[src/rtl/param_shift_register_if.sv]
// Bus bundle for param_shift_register: parallel load, shift command and result/handshake signals.
// The sequencer side drives requests through master; the shift register consumes them through slave.
interface param_shift_register_if #(
  parameter int WIDTH = 8,
  parameter int AMT_W = 3
);
  logic [WIDTH-1:0] IN1;
  logic             LOAD_ENABLE;
  logic             START;
  logic [2:0]       MODE;
  logic [AMT_W-1:0] AMOUNT;
  logic             SERIAL_IN;
  logic [WIDTH-1:0] OUT;
  logic             FLAG;
  logic             BUSY;
  logic             DONE;
  logic             ZERO;

  modport master (
    output IN1, LOAD_ENABLE, START, MODE, AMOUNT, SERIAL_IN,
    input  OUT, FLAG, BUSY, DONE, ZERO
  );

  modport slave (
    input  IN1, LOAD_ENABLE, START, MODE, AMOUNT, SERIAL_IN,
    output OUT, FLAG, BUSY, DONE, ZERO
  );
endinterface

[src/rtl/param_shift_register.sv]
// WIDTH-bit register with parallel load and a multi-step shift/rotate engine.
// A START runs AMOUNT single-bit steps, one per clock, under a BUSY/DONE handshake.
module param_shift_register #(
  parameter int WIDTH = 8,
  parameter int AMT_W = 3
) (
  input  logic                  CLK,
  input  logic                  RESET,
  param_shift_register_if.slave bus
);

  localparam logic [2:0] MODE_LSL = 3'b001;
  localparam logic [2:0] MODE_LSR = 3'b010;
  localparam logic [2:0] MODE_ASR = 3'b011;
  localparam logic [2:0] MODE_ROL = 3'b100;
  localparam logic [2:0] MODE_ROR = 3'b101;

  localparam logic [AMT_W-1:0] CNT_ZERO = {AMT_W{1'b0}};
  localparam logic [AMT_W-1:0] CNT_ONE  = {{(AMT_W-1){1'b0}}, 1'b1};

  typedef enum logic [1:0] {
    IDLE  = 2'd0,
    SHIFT = 2'd1,
    FIN   = 2'd2
  } state_t;

  state_t           state_r;
  state_t           state_nxt_s;
  logic [WIDTH-1:0] out_r;
  logic [WIDTH-1:0] out_nxt_s;
  logic             flag_r;
  logic             flag_nxt_s;
  logic [2:0]       mode_r;
  logic [2:0]       mode_nxt_s;
  logic [AMT_W-1:0] cnt_r;
  logic [AMT_W-1:0] cnt_nxt_s;
  logic [WIDTH-1:0] step_out_s;
  logic             step_flag_s;
  logic             accept_s;
  logic             busy_s;
  logic             done_s;

  // New commands are only taken while not stepping (IDLE or FIN).
  assign accept_s = (state_r != SHIFT);

  // State and datapath registers; RESET abandons any operation in flight.
  always_ff @(posedge CLK) begin
    if (RESET) begin
      state_r <= IDLE;
      out_r   <= {WIDTH{1'b0}};
      flag_r  <= 1'b0;
      mode_r  <= 3'b000;
      cnt_r   <= CNT_ZERO;
    end else begin
      state_r <= state_nxt_s;
      out_r   <= out_nxt_s;
      flag_r  <= flag_nxt_s;
      mode_r  <= mode_nxt_s;
      cnt_r   <= cnt_nxt_s;
    end
  end

  // Next-state logic: load beats start, AMOUNT=0 skips straight to FIN.
  always_comb begin
    state_nxt_s = state_r;
    case (state_r)
      IDLE, FIN: begin
        if (bus.LOAD_ENABLE) begin
          state_nxt_s = IDLE;
        end else if (bus.START) begin
          state_nxt_s = (bus.AMOUNT == CNT_ZERO) ? FIN : SHIFT;
        end else begin
          state_nxt_s = IDLE;
        end
      end
      SHIFT: begin
        if (cnt_r == CNT_ONE) begin
          state_nxt_s = FIN;
        end else begin
          state_nxt_s = SHIFT;
        end
      end
      default: state_nxt_s = IDLE;
    endcase
  end

  // Single-bit step result for the latched mode.
  always_comb begin
    step_out_s  = out_r;
    step_flag_s = flag_r;
    case (mode_r)
      MODE_LSL: begin
        step_out_s  = {out_r[WIDTH-2:0], bus.SERIAL_IN};
        step_flag_s = out_r[WIDTH-1];
      end
      MODE_LSR: begin
        step_out_s  = {bus.SERIAL_IN, out_r[WIDTH-1:1]};
        step_flag_s = out_r[0];
      end
      MODE_ASR: begin
        step_out_s  = {out_r[WIDTH-1], out_r[WIDTH-1:1]};
        step_flag_s = out_r[0];
      end
      MODE_ROL: begin
        step_out_s  = {out_r[WIDTH-2:0], out_r[WIDTH-1]};
        step_flag_s = out_r[WIDTH-1];
      end
      MODE_ROR: begin
        step_out_s  = {out_r[0], out_r[WIDTH-1:1]};
        step_flag_s = out_r[0];
      end
      default: begin
        step_out_s  = out_r;
        step_flag_s = flag_r;
      end
    endcase
  end

  // Datapath next values: accept load/start when idle, otherwise run one step.
  always_comb begin
    out_nxt_s  = out_r;
    flag_nxt_s = flag_r;
    mode_nxt_s = mode_r;
    cnt_nxt_s  = cnt_r;
    if (accept_s) begin
      if (bus.LOAD_ENABLE) begin
        out_nxt_s  = bus.IN1;
        flag_nxt_s = 1'b0;
      end else if (bus.START) begin
        mode_nxt_s = bus.MODE;
        cnt_nxt_s  = bus.AMOUNT;
        flag_nxt_s = 1'b0;
      end else begin
        out_nxt_s  = out_r;
        flag_nxt_s = flag_r;
      end
    end else begin
      out_nxt_s  = step_out_s;
      flag_nxt_s = step_flag_s;
      cnt_nxt_s  = cnt_r - CNT_ONE;
    end
  end

  // Handshake outputs decoded from the registered state.
  always_comb begin
    busy_s = 1'b0;
    done_s = 1'b0;
    case (state_r)
      SHIFT:   busy_s = 1'b1;
      FIN:     done_s = 1'b1;
      default: begin
        busy_s = 1'b0;
        done_s = 1'b0;
      end
    endcase
  end

  assign bus.OUT  = out_r;
  assign bus.FLAG = flag_r;
  assign bus.BUSY = busy_s;
  assign bus.DONE = done_s;
  assign bus.ZERO = (out_r == {WIDTH{1'b0}});

endmodule

[src/flat_wrapper.sv]
// flat-port wrapper written by rule: the top's interface ports become plain ports
module param_shift_register_flat 
#(
  parameter int WIDTH = 8,
  parameter int AMT_W = 3
)
  (CLK, RESET, bus_IN1, bus_LOAD_ENABLE, bus_START, bus_MODE, bus_AMOUNT, bus_SERIAL_IN, bus_OUT, bus_FLAG, bus_BUSY, bus_DONE, bus_ZERO);
  param_shift_register_if #(.WIDTH(WIDTH), .AMT_W(AMT_W)) bus_i ();
  input  logic CLK;
  input  logic RESET;
  input wire logic [$bits(bus_i.IN1)-1:0] bus_IN1;
  input wire logic [$bits(bus_i.LOAD_ENABLE)-1:0] bus_LOAD_ENABLE;
  input wire logic [$bits(bus_i.START)-1:0] bus_START;
  input wire logic [$bits(bus_i.MODE)-1:0] bus_MODE;
  input wire logic [$bits(bus_i.AMOUNT)-1:0] bus_AMOUNT;
  input wire logic [$bits(bus_i.SERIAL_IN)-1:0] bus_SERIAL_IN;
  output wire logic [$bits(bus_i.OUT)-1:0] bus_OUT;
  output wire logic [$bits(bus_i.FLAG)-1:0] bus_FLAG;
  output wire logic [$bits(bus_i.BUSY)-1:0] bus_BUSY;
  output wire logic [$bits(bus_i.DONE)-1:0] bus_DONE;
  output wire logic [$bits(bus_i.ZERO)-1:0] bus_ZERO;
  assign bus_i.IN1 = bus_IN1;
  assign bus_i.LOAD_ENABLE = bus_LOAD_ENABLE;
  assign bus_i.START = bus_START;
  assign bus_i.MODE = bus_MODE;
  assign bus_i.AMOUNT = bus_AMOUNT;
  assign bus_i.SERIAL_IN = bus_SERIAL_IN;
  assign bus_OUT = bus_i.OUT;
  assign bus_FLAG = bus_i.FLAG;
  assign bus_BUSY = bus_i.BUSY;
  assign bus_DONE = bus_i.DONE;
  assign bus_ZERO = bus_i.ZERO;
  param_shift_register #(.WIDTH(WIDTH), .AMT_W(AMT_W)) u_core (.CLK(CLK), .RESET(RESET), .bus(bus_i));
endmodule
[config.mk]
export PLATFORM = sky130hd
export DESIGN_NAME = param_shift_register_flat
export DESIGN_NICKNAME = d
export VERILOG_FILES = /design/src/rtl/param_shift_register_if.sv /design/src/rtl/param_shift_register.sv /design/src/flat_wrapper.sv
export SDC_FILE = /design/constraint.sdc
export NUM_CORES = 1
export LEC_CHECK = 0
export ABC_AREA = 0
export BUFFER_PORTS_ARGS = -buffer_cell sky130_fd_sc_hd__buf_2
export CORE_AREA = 4 4 91 50
export DETAILED_ROUTE_END_ITERATION = 16
export DIE_AREA = 0 0 95 54
export GPL_TIMING_DRIVEN = 0
export PLACE_DENSITY = 0.62
export SLEW_MARGIN = 20
export SYNTH_ARGS = -nofsm -noshare
export SYNTH_HDL_FRONTEND = slang
export SYNTH_SLANG_ARGS = --single-unit
[constraint.sdc]
create_clock -name CLK -period 3.6 [get_ports CLK]
set_input_delay 0.36 -clock CLK [delete_from_list [all_inputs] [get_ports CLK]]
set_output_delay 0.36 -clock CLK [all_outputs]
set_load 0.005 [all_outputs]
Yosys cells after proc, flatten, opt, wreduce, memory -nomap -nowiden. Cells that the tools add are included. W data, S select, Z words.

Register bits after elaboration: 17. Bits in latches: 0. RAM bits: 0. ROM bits: 0. Output and inout bits: 12. Memories kept: 0.

Add/sub/neg operators: 1. $mul: 0. Divide/modulo/power cells: 0. $lt $le $gt $ge: 0. Eq/ne operators: 14. Shifts and indexed selects: 0. Mux-type cells: 17. Bitwise gates (word level): 1. Reduce and logical (&&, ||, !) cells: 14.

Operator list (number): $pmux W8 S5 (1); $mux W8 (2); $mux W3 (3); $logic_not A8 Y1 (1); $mux W2 (4); $eq A3 B1 Y1 const B (2); $eq A3 B2 Y1 const B (2); $eq A3 B3 Y1 const B (2); $ne A2 B2 Y1 const B (3); $reduce_and A2 Y1 (3); $reduce_and A3 Y1 (2); $reduce_bool A6 Y1 (1); $mux W1 (5); $reduce_bool A5 Y1 (1); $ne A2 B1 Y1 const B (2); $pmux W2 S2 (1); $reduce_or A2 Y1 (2); $logic_not A3 Y1 (1); $ne A3 B3 Y1 const B (1); $reduce_bool A3 Y1 (1); $reduce_or A3 Y1 (1); $sub A3 B1 Y3 const B (1); $eq A2 B1 Y1 const B (1); $eq A2 B2 Y1 const B (1); other kinds (3) (3).

Logic depth before layout (Yosys ltp). Gate-level depths: netlist of the first run.

Depth after elaboration: 5. Depth in mapped cells: 6.

Least setup slack after synthesis of the first run. No wires, ideal clock.

Path type: register to register. From: register u_core.mode_r[0]. To: register u_core.out_r[0], in the netlist u_core.bus.OUT[0]. Library setup time: 139 ps. Data arrival time: 1278 ps. Required time: 3461 ps. Setup slack: 2183 ps. Stages on the path, launching flop included: 6. Buffers on the path: 1. Period minus slack after synthesis: 1417 ps. Cell sequence: dfxtp_1 buf_4 or3_4 and3_4 a21oi_4 a221oi_1.

Longest elaborated chain between the ends: 3. Elaborated cells on any way between the ends: 9. Classes of those cells: 5 x eq/ne; 2 x mux; 2 x reduce/logical.

RTL lines: start: declaration (RTL line param_shift_register.sv:33) `logic [2:0] mode_r;`; start signal: assignment (RTL line param_shift_register.sv:58) `mode_r <= mode_nxt_s;`; $eq A3 B3 Y1 (tied with other cells) (RTL line param_shift_register.sv:91) `case (mode_r)`; $pmux W8 S5 / $reduce_bool A6 Y1 (equally long branches); $mux W8 / $reduce_and A2 Y1 (equally long branches); end signal: assignment (RTL line param_shift_register.sv:50) `out_r <= {WIDTH{1'b0}};`; end signal: assignment (RTL line param_shift_register.sv:56) `out_r <= out_nxt_s;`; end: declaration (RTL line param_shift_register.sv:29) `logic [WIDTH-1:0] out_r;`.

Parallel ways exist; a longest one is shown, timed or not. A chain may end at the register's enable or synchronous reset.

Final worst setup path of the first run.
From: register u_core.out_r[0], in the netlist u_core.bus.OUT[0]. To: output bus_ZERO.

Longest elaborated chain between the ends: 1.

RTL lines: $logic_not A8 Y1 (RTL line param_shift_register.sv:162) `assign bus.ZERO = (out_r == {WIDTH{1'b0}});`; end: declaration (RTL line flat_wrapper.sv:21) `output wire logic [$bits(bus_i.ZERO)-1:0] bus_ZERO;`.

No other way between the ends.

==> results of run 1 <==
==> final cells by class <==
cell class	count	area share, %
multi-input combinational	98	50.2
sequential	17	25.0
timing repair buffer	30	11.0
tap	54	4.97
buffer	9	3.68
clock buffer	4	3.31
inverter	6	1.75
==> worst paths after layout <==
kind | from | end | cells past startpoint
worst min register to register | u_core.cnt_r[2] | u_core.cnt_r[2] | 2
worst max-delay path | u_core.bus.OUT[0] | bus_ZERO | 3
worst max register to register | u_core.state_r[1] | u_core.bus.OUT[3] | 5
worst min-delay path | bus_MODE[1] | u_core.mode_r[1] | 3
==> layer usage <==
metal	wire [um]	track usage, %	share of wire [%]	vias up
met4	40	4.31	1.3	0
met1	1580	18.0	53	512
met3	216	3.91	7.3	4
li1	-	-	-	561
met2	1130	16.7	38	26
met5	0	0	0	-
==> cells by family (layout without fill, tap and decap cells) <==
group,after synthesis,count (layout),synth area share (%)
simple gates,48,48,27.6
fa+ha+maj,2,2,2.28
compound gates,45,45,29.5
buf+inv,15,49,6.73
mux,3,3,2.85
flops,17,17,31.1
==> synthesized netlist by cell type <==
cell and count:
a2111oi_2 1, a211oi_1 1, a21boi_0 5, a21oi_1 9
a21oi_4 1, a221oi_1 1, a22oi_1 2, a2bb2oi_1 1
a311oi_1 2, a31oi_1 6, and3_4 1, buf_2 3
buf_4 1, buf_6 1, clkbuf_1 3, clkbuf_2 1
clkinv_2 1, dfxtp_1 17, ha_1 2, inv_1 5
mux2_2 1, mux2i_1 2, nand2_1 11, nand2b_1 2
nand2b_4 1, nand3_1 2, nand3_2 1, nand3_4 1
nand3b_1 2, nand3b_4 1, nand4b_1 6, nor2_1 13
nor2b_1 3, nor3_1 1, o211ai_1 1, o21ai_0 7
o221ai_1 1, o32a_1 1, o41ai_1 6, or3_4 1
or4_1 2
==> critical path, cell delays in order (launching register included) <==
cell and delay [ns]:
dfxtp_1 0.38, or4_1 0.54, nor2_1 0.11, buf_2 0.12
==> sequential cells by signal, summed over array words and instances, names as in the netlist <==
signal,count
u_core.cnt_r,3
u_core.state_r,2
u_core.bus.OUT,8
u_core.bus.FLAG,1
u_core.mode_r,3
==> power by group <==
part / internal [mW] / total [mW] / switching, mW
sequential: 0.203 / 0.220 / 0.0170
combinational: 0.0554 / 0.119 / 0.0640
clock: 0.0787 / 0.146 / 0.0677
total: 0.337 / 0.486 / 0.149
==> impl_metrics.py, run 1 <==
metrics = {
    "status": {
        "status": "complete, no violations",
    },
    "cts": {
        "root_buffer": "clkbuf_8",
        "clk_latency_ns": 0.25,
        "clockBufferDepth": 2,
        "cts_tree": "built",
        "numCtsBuffers": 3,
        "htreeDepth": 1,
        "cts.sinks": 17,
        "cts_hold_repair.buffers": 0,
        "ctsResizeCount": 0,
        "path_clk_slew_ns": 0.07,
        "post-cts-setup-buffer-count": 0,
    },
    "route": {
        "wl_per_cell_um": 13.6,
        "drt_iter0_drc": 50,
        "dr.pass1.iters": 4,
        "drt_wl_total_mm": 2.96,
        "via_per_inst": 5.06,
        "antenna_left": 0,
        "drc_errors": 0,
        "vias": 1103,
    },
    "timing": {
        "relSlewSlack_pct": 66.4,
        "hold_viol_final": 0,
        "tns_ns": 0,
        "setup_viol": 0,
        "setup_ws_ns": 1.84,
        "grt_setup_unrepaired": "no",
        "finalClockSkew_ns": 0.00165,
        "slew_violations": 0,
        "min_period_ns": 1.76,
        "worstMarginPinSlew_ns": 0.504,
        "period_share_pct": 48.9,
        "hold_ws_ns": 0.336,
        "timing.fmax_mhz": 568,
    },
    "placed_design": {
        "place_congestion": 0.794,
        "pre_cts_slack_ns": 2.06,
        "hpwl_mm": 2.27,
        "place_area_um2": 1310,
        "dpl.cell_count": 214,
        "io_buffers": 30,
    },
    "pwr": {
        "ir_drop_uv": 105,
        "power.density_nw_per_um2": 358,
        "leakage_nw": 0.567,
        "finalPower_mw": 0.486,
    },
    "global_routing": {
        "grt_pass1_vias": 958,
        "grt_usage_pct": 12.3,
        "antenna_found_initial": 0,
        "grt_pass1_wl_mm": 4.82,
        "overflow": 0,
        "grt_start_max_net_pins": 11,
    },
    "finish": {
        "fill_cells": 429,
        "syn_to_final_growth_pct": 24.0,
        "antennaDiodeCount": 0,
        "final_cell_mix": "33 x buf_2, 17 x dfxtp_1, 13 x nor2_1",
        "regArea_um2": 340,
        "drive_gt1_share_pct": 29.9,
        "final_area_um2": 1360,
        "mostFrequentLayoutCell": "buf_2",
        "multi_input_area_um2": 682,
        "post-route-util_pct": 36.1,
        "finalNonFillerCells": 218,
        "finalNetCount": 186,
    },
    "synthesis": {
        "synth_area_leaders": "dfxtp_1 31%, nand4b_1 4.8%, o41ai_1 4.8%",
        "synth_area_um2": 1100,
        "synth_top_area_share_pct": 31.1,
        "synth_fp_nets": 151,
        "yosysSeqAreaShare_pct": 31.1,
        "netlist_instances": 130,
        "yosysWarnings": 0,
        "synth_area_leader_cell": "dfxtp_1",
        "postSynthAreaPerCell_um2": 8.43,
        "synth-seq-cells": 17,
        "synth.distinct_cells": 41,
    },
    "floorplanning": {
        "io_pins": 31,
        "rows": 16,
        "die_w_um": 95,
        "start_util_pct": 29.1,
        "core_um2": 3760,
        "die_h_um": 54,
        "die_area_um2": 5130,
    },
    "run": {
        "maxCapViolCount": 0,
    },
    "setup_path": {
        "crit_type": "flip-flop to output pin",
        "required_ns": 3.24,
        "end_kind": "output pin",
        "setup.worst_path.start_class": "flip-flop",
        "cp_max_fo": 6,
        "cp.arrival_ns": 1.40,
        "r2r_setup_slack_ns": 2.04,
    },
    "hold_path": {
        "hold_class": "input port to flip-flop",
    },
}
(Power assumes the default switching activity.)
==> inputs of run 2 (changes only) <==
--- a/config.mk
+++ b/config.mk
@@ -11,7 +11,7 @@
 export DETAILED_ROUTE_END_ITERATION = 16
 export DIE_AREA = 0 0 95 54
 export GPL_TIMING_DRIVEN = 0
-export PLACE_DENSITY = 0.62
+export PLACE_DENSITY = 0.64
 export SLEW_MARGIN = 20
 export SYNTH_ARGS = -nofsm -noshare
 export SYNTH_HDL_FRONTEND = slang
==> constraint.sdc (replaced) <==
create_clock -name CLK -period 1.47 [get_ports CLK]
set_input_delay 0.147 -clock CLK [delete_from_list [all_inputs] [get_ports CLK]]
set_output_delay 0.147 -clock CLK [all_outputs]
set_load 0.005 [all_outputs]
==> run 2 against run 1 <==
Effect of this change:
- the flow now finishes with violations (negative setup slack)
- die area did not move
- global-route usage grew 1.7 points
- register-to-register slack worse by 2.0 ns
- first-iteration DRC count increased by 140%
- clock skew grew 0.0055 ns
- hold slack lost 0.21 ns
- sequential share of layout area shrank 3.0 points
- clock power up 140%
- combinational power grew to 3.5 times the previous value
- routed wire length up 26%
- critical path type unchanged
- critical endpoint unchanged
- largest cell class unchanged
==> impl_metrics.py, run 2 (synthesis results as in run 1) <==
metrics = {
    "setup_path": {
        "cpPeakStageDelay_ns": 0.53,
        "r2r-start": "u_core.mode_r[0]",
        "slowest_stage": "or4_4",
        "required_ns": 1.32,
        "r2r_cells": 5,
        "setup.worst_path.start_class": "flip-flop",
        "path_buf_inv": 1,
        "worstReg2RegEnd": "u_core.bus.OUT[0]",
        "end_kind": "output pin",
        "r2r_setup_slack_ns": 0.01,
        "crit_chain": "or4_4 -> nor2_1 -> buf_2",
        "crit_family": "simple AND/OR/NAND/NOR gates",
        "cp.arrival_ns": 1.34,
        "cp_max_fo": 4,
        "crit_type": "flip-flop to output pin",
    },
    "cts": {
        "clockBufferDepth": 2,
        "path_clk_slew_ns": 0.07,
        "cts_hold_repair.buffers": 0,
        "clk_latency_ns": 0.25,
        "numCtsBuffers": 3,
        "cts_tree": "built",
        "cts.sinks": 17,
        "htreeDepth": 1,
        "root_buffer": "clkbuf_8",
    },
    "floorplanning": {
        "start_util_pct": 29.1,
        "die_area_um2": 5130,
        "io_pins": 31,
        "rows": 16,
        "core_um2": 3760,
        "die_w_um": 95,
        "die_h_um": 54,
    },
    "finish": {
        "antennaDiodeCount": 0,
        "syn_to_final_growth_pct": 49.8,
        "final_area_um2": 1640,
        "mostFrequentLayoutCell": "buf_2",
        "finalNetCount": 204,
        "multi_input_area_um2": 785,
        "fill_cells": 394,
        "largest_reg_flops": 8,
        "regArea_um2": 362,
        "final_cell_mix": "31 x buf_2, 19 x buf_4, 13 x nor2_1",
        "drive_gt1_share_pct": 48.4,
    },
    "hold_path": {
        "worstHoldEndpoint": "u_core.mode_r[1]",
        "hold_class": "input port to flip-flop",
        "worstHoldStart": "bus_MODE[1]",
        "min_path_cells": 3,
    },
    "timing": {
        "slew_violations": 0,
        "tns_ns": -0.0189,
        "finalClockSkew_ns": 0.00713,
        "min_period_ns": 1.49,
        "hold_ws_ns": 0.121,
        "relSlewSlack_pct": 63.6,
        "hold_viol_final": 0,
        "setup_viol": 1,
        "timing.fmax_mhz": 672,
        "setup_ws_ns": -0.0189,
        "period_share_pct": 101,
        "worstMarginPinSlew_ns": 0.546,
        "grt_setup_unrepaired": "yes",
    },
    "pwr": {
        "finalPower_mw": 1.31,
        "leakage_nw": 0.745,
        "power.density_nw_per_um2": 797,
        "ir_drop_uv": 362,
    },
    "global_routing": {
        "grt_usage_pct": 14.0,
        "antenna_found_initial": 0,
        "grt_pass1_wl_mm": 5.40,
        "grt_start_max_net_pins": 11,
        "overflow": 0,
        "grt_pass1_vias": 1074,
    },
    "placed_design": {
        "io_buffers": 30,
        "place_area_um2": 1310,
        "hpwl_mm": 2.37,
        "place_congestion": 0.799,
        "pre_cts_slack_ns": -0.0655,
    },
    "route": {
        "dr.pass1.iters": 4,
        "antenna_left": 0,
        "wl_per_cell_um": 15.8,
        "vias": 1224,
        "drt_iter0_drc": 119,
        "via_per_inst": 5.19,
        "drc_errors": 0,
        "drt_wl_total_mm": 3.74,
    },
    "run": {
        "maxCapViolCount": 0,
    },
    "status": {
        "status": "finished with violations",
        "violations": "negative setup slack",
    },
}
==> run 2: changes by cell type in the layout (fill, tap and decap cells not counted), moves of 2 or more <==
cell / before / now
dfxtp_1: 17 / 8
buf_2: 33 / 31
o41ai_2: 0 / 5
buf_4: 1 / 19
nand2_1: 11 / 9
dfxtp_4: 0 / 4
dfxtp_2: 0 / 5
o41ai_1: 6 / 0
buf_12: 0 / 2
==> run 2: tightest hold or removal path, delay by kind of cell <==
| family | cells | cell delay (ns) |
|---|---|---|
| AO/OA/AOI/OAI | 1 | 0.05 |
| AND/OR/NAND/NOR | 1 | 0.04 |
| buffers and inverters | 1 | 0.09 |
==> run 2: power by group <==
group	leakage, nW	internal (mW)	switching [mW]	total [mW]
Sequential	0.144	0.501	0.0413	0.542
Combinational	0.578	0.206	0.209	0.415
Clock	0.0228	0.192	0.159	0.352
==> run 2: cell type report <==
class	count	area share, %
plain buffers	7	2.29
inverters	6	1.68
multi-input cells	99	47.8
flip-flops and latches	17	22.0
repair buffers	49	19.4
clock buffers	4	2.74
well taps	54	4.12
==> run 2: worst max path at each step <==
stage                                  from                end  depth (start not counted)  slack, ns
final                     u_core.bus.OUT[6]           bus_ZERO                          3      -0.02
after global routing      u_core.bus.OUT[3]           bus_ZERO                          3      -0.04
after CTS                 u_core.bus.OUT[6]           bus_ZERO                          3      -0.02
after detailed placement   u_core.mode_r[0]  u_core.bus.OUT[0]                          5      -0.07
after global placement     u_core.mode_r[0]  u_core.bus.OUT[0]                          5      -0.07
after floorplan            u_core.mode_r[0]  u_core.bus.OUT[0]                          5       0.05
==> run 2: stage by stage <==
stage | std cells | utilization (%)
2_1_floorplan | 130 | -
3_3_place_gp | 214 | 34.9
3_5_place_dp | 214 | 34.9
4_1_cts | 227 | 40.2
5_1_grt | 236 | 43.6
6_report | 236 | 43.6
==> run 2: routing by layer <==
metal / global-route usage [%] / vias up / wire [um]
li1: - / 593 / -
met1: 20.3 / 565 / 1770
met2: 20.5 / 61 / 1570
met3: 4.61 / 5 / 356
met4: 1.44 / 0 / 41
met5: 0 / - / 0
==> run 2: repair_timing <==
action	in CTS	in global routing
gates resized for setup	16	17
pin swaps	8	5
buffers inserted	10	9
setup endpoints to repair	9	10
endpoints found under the hold margin	0	0
cloned	0	1
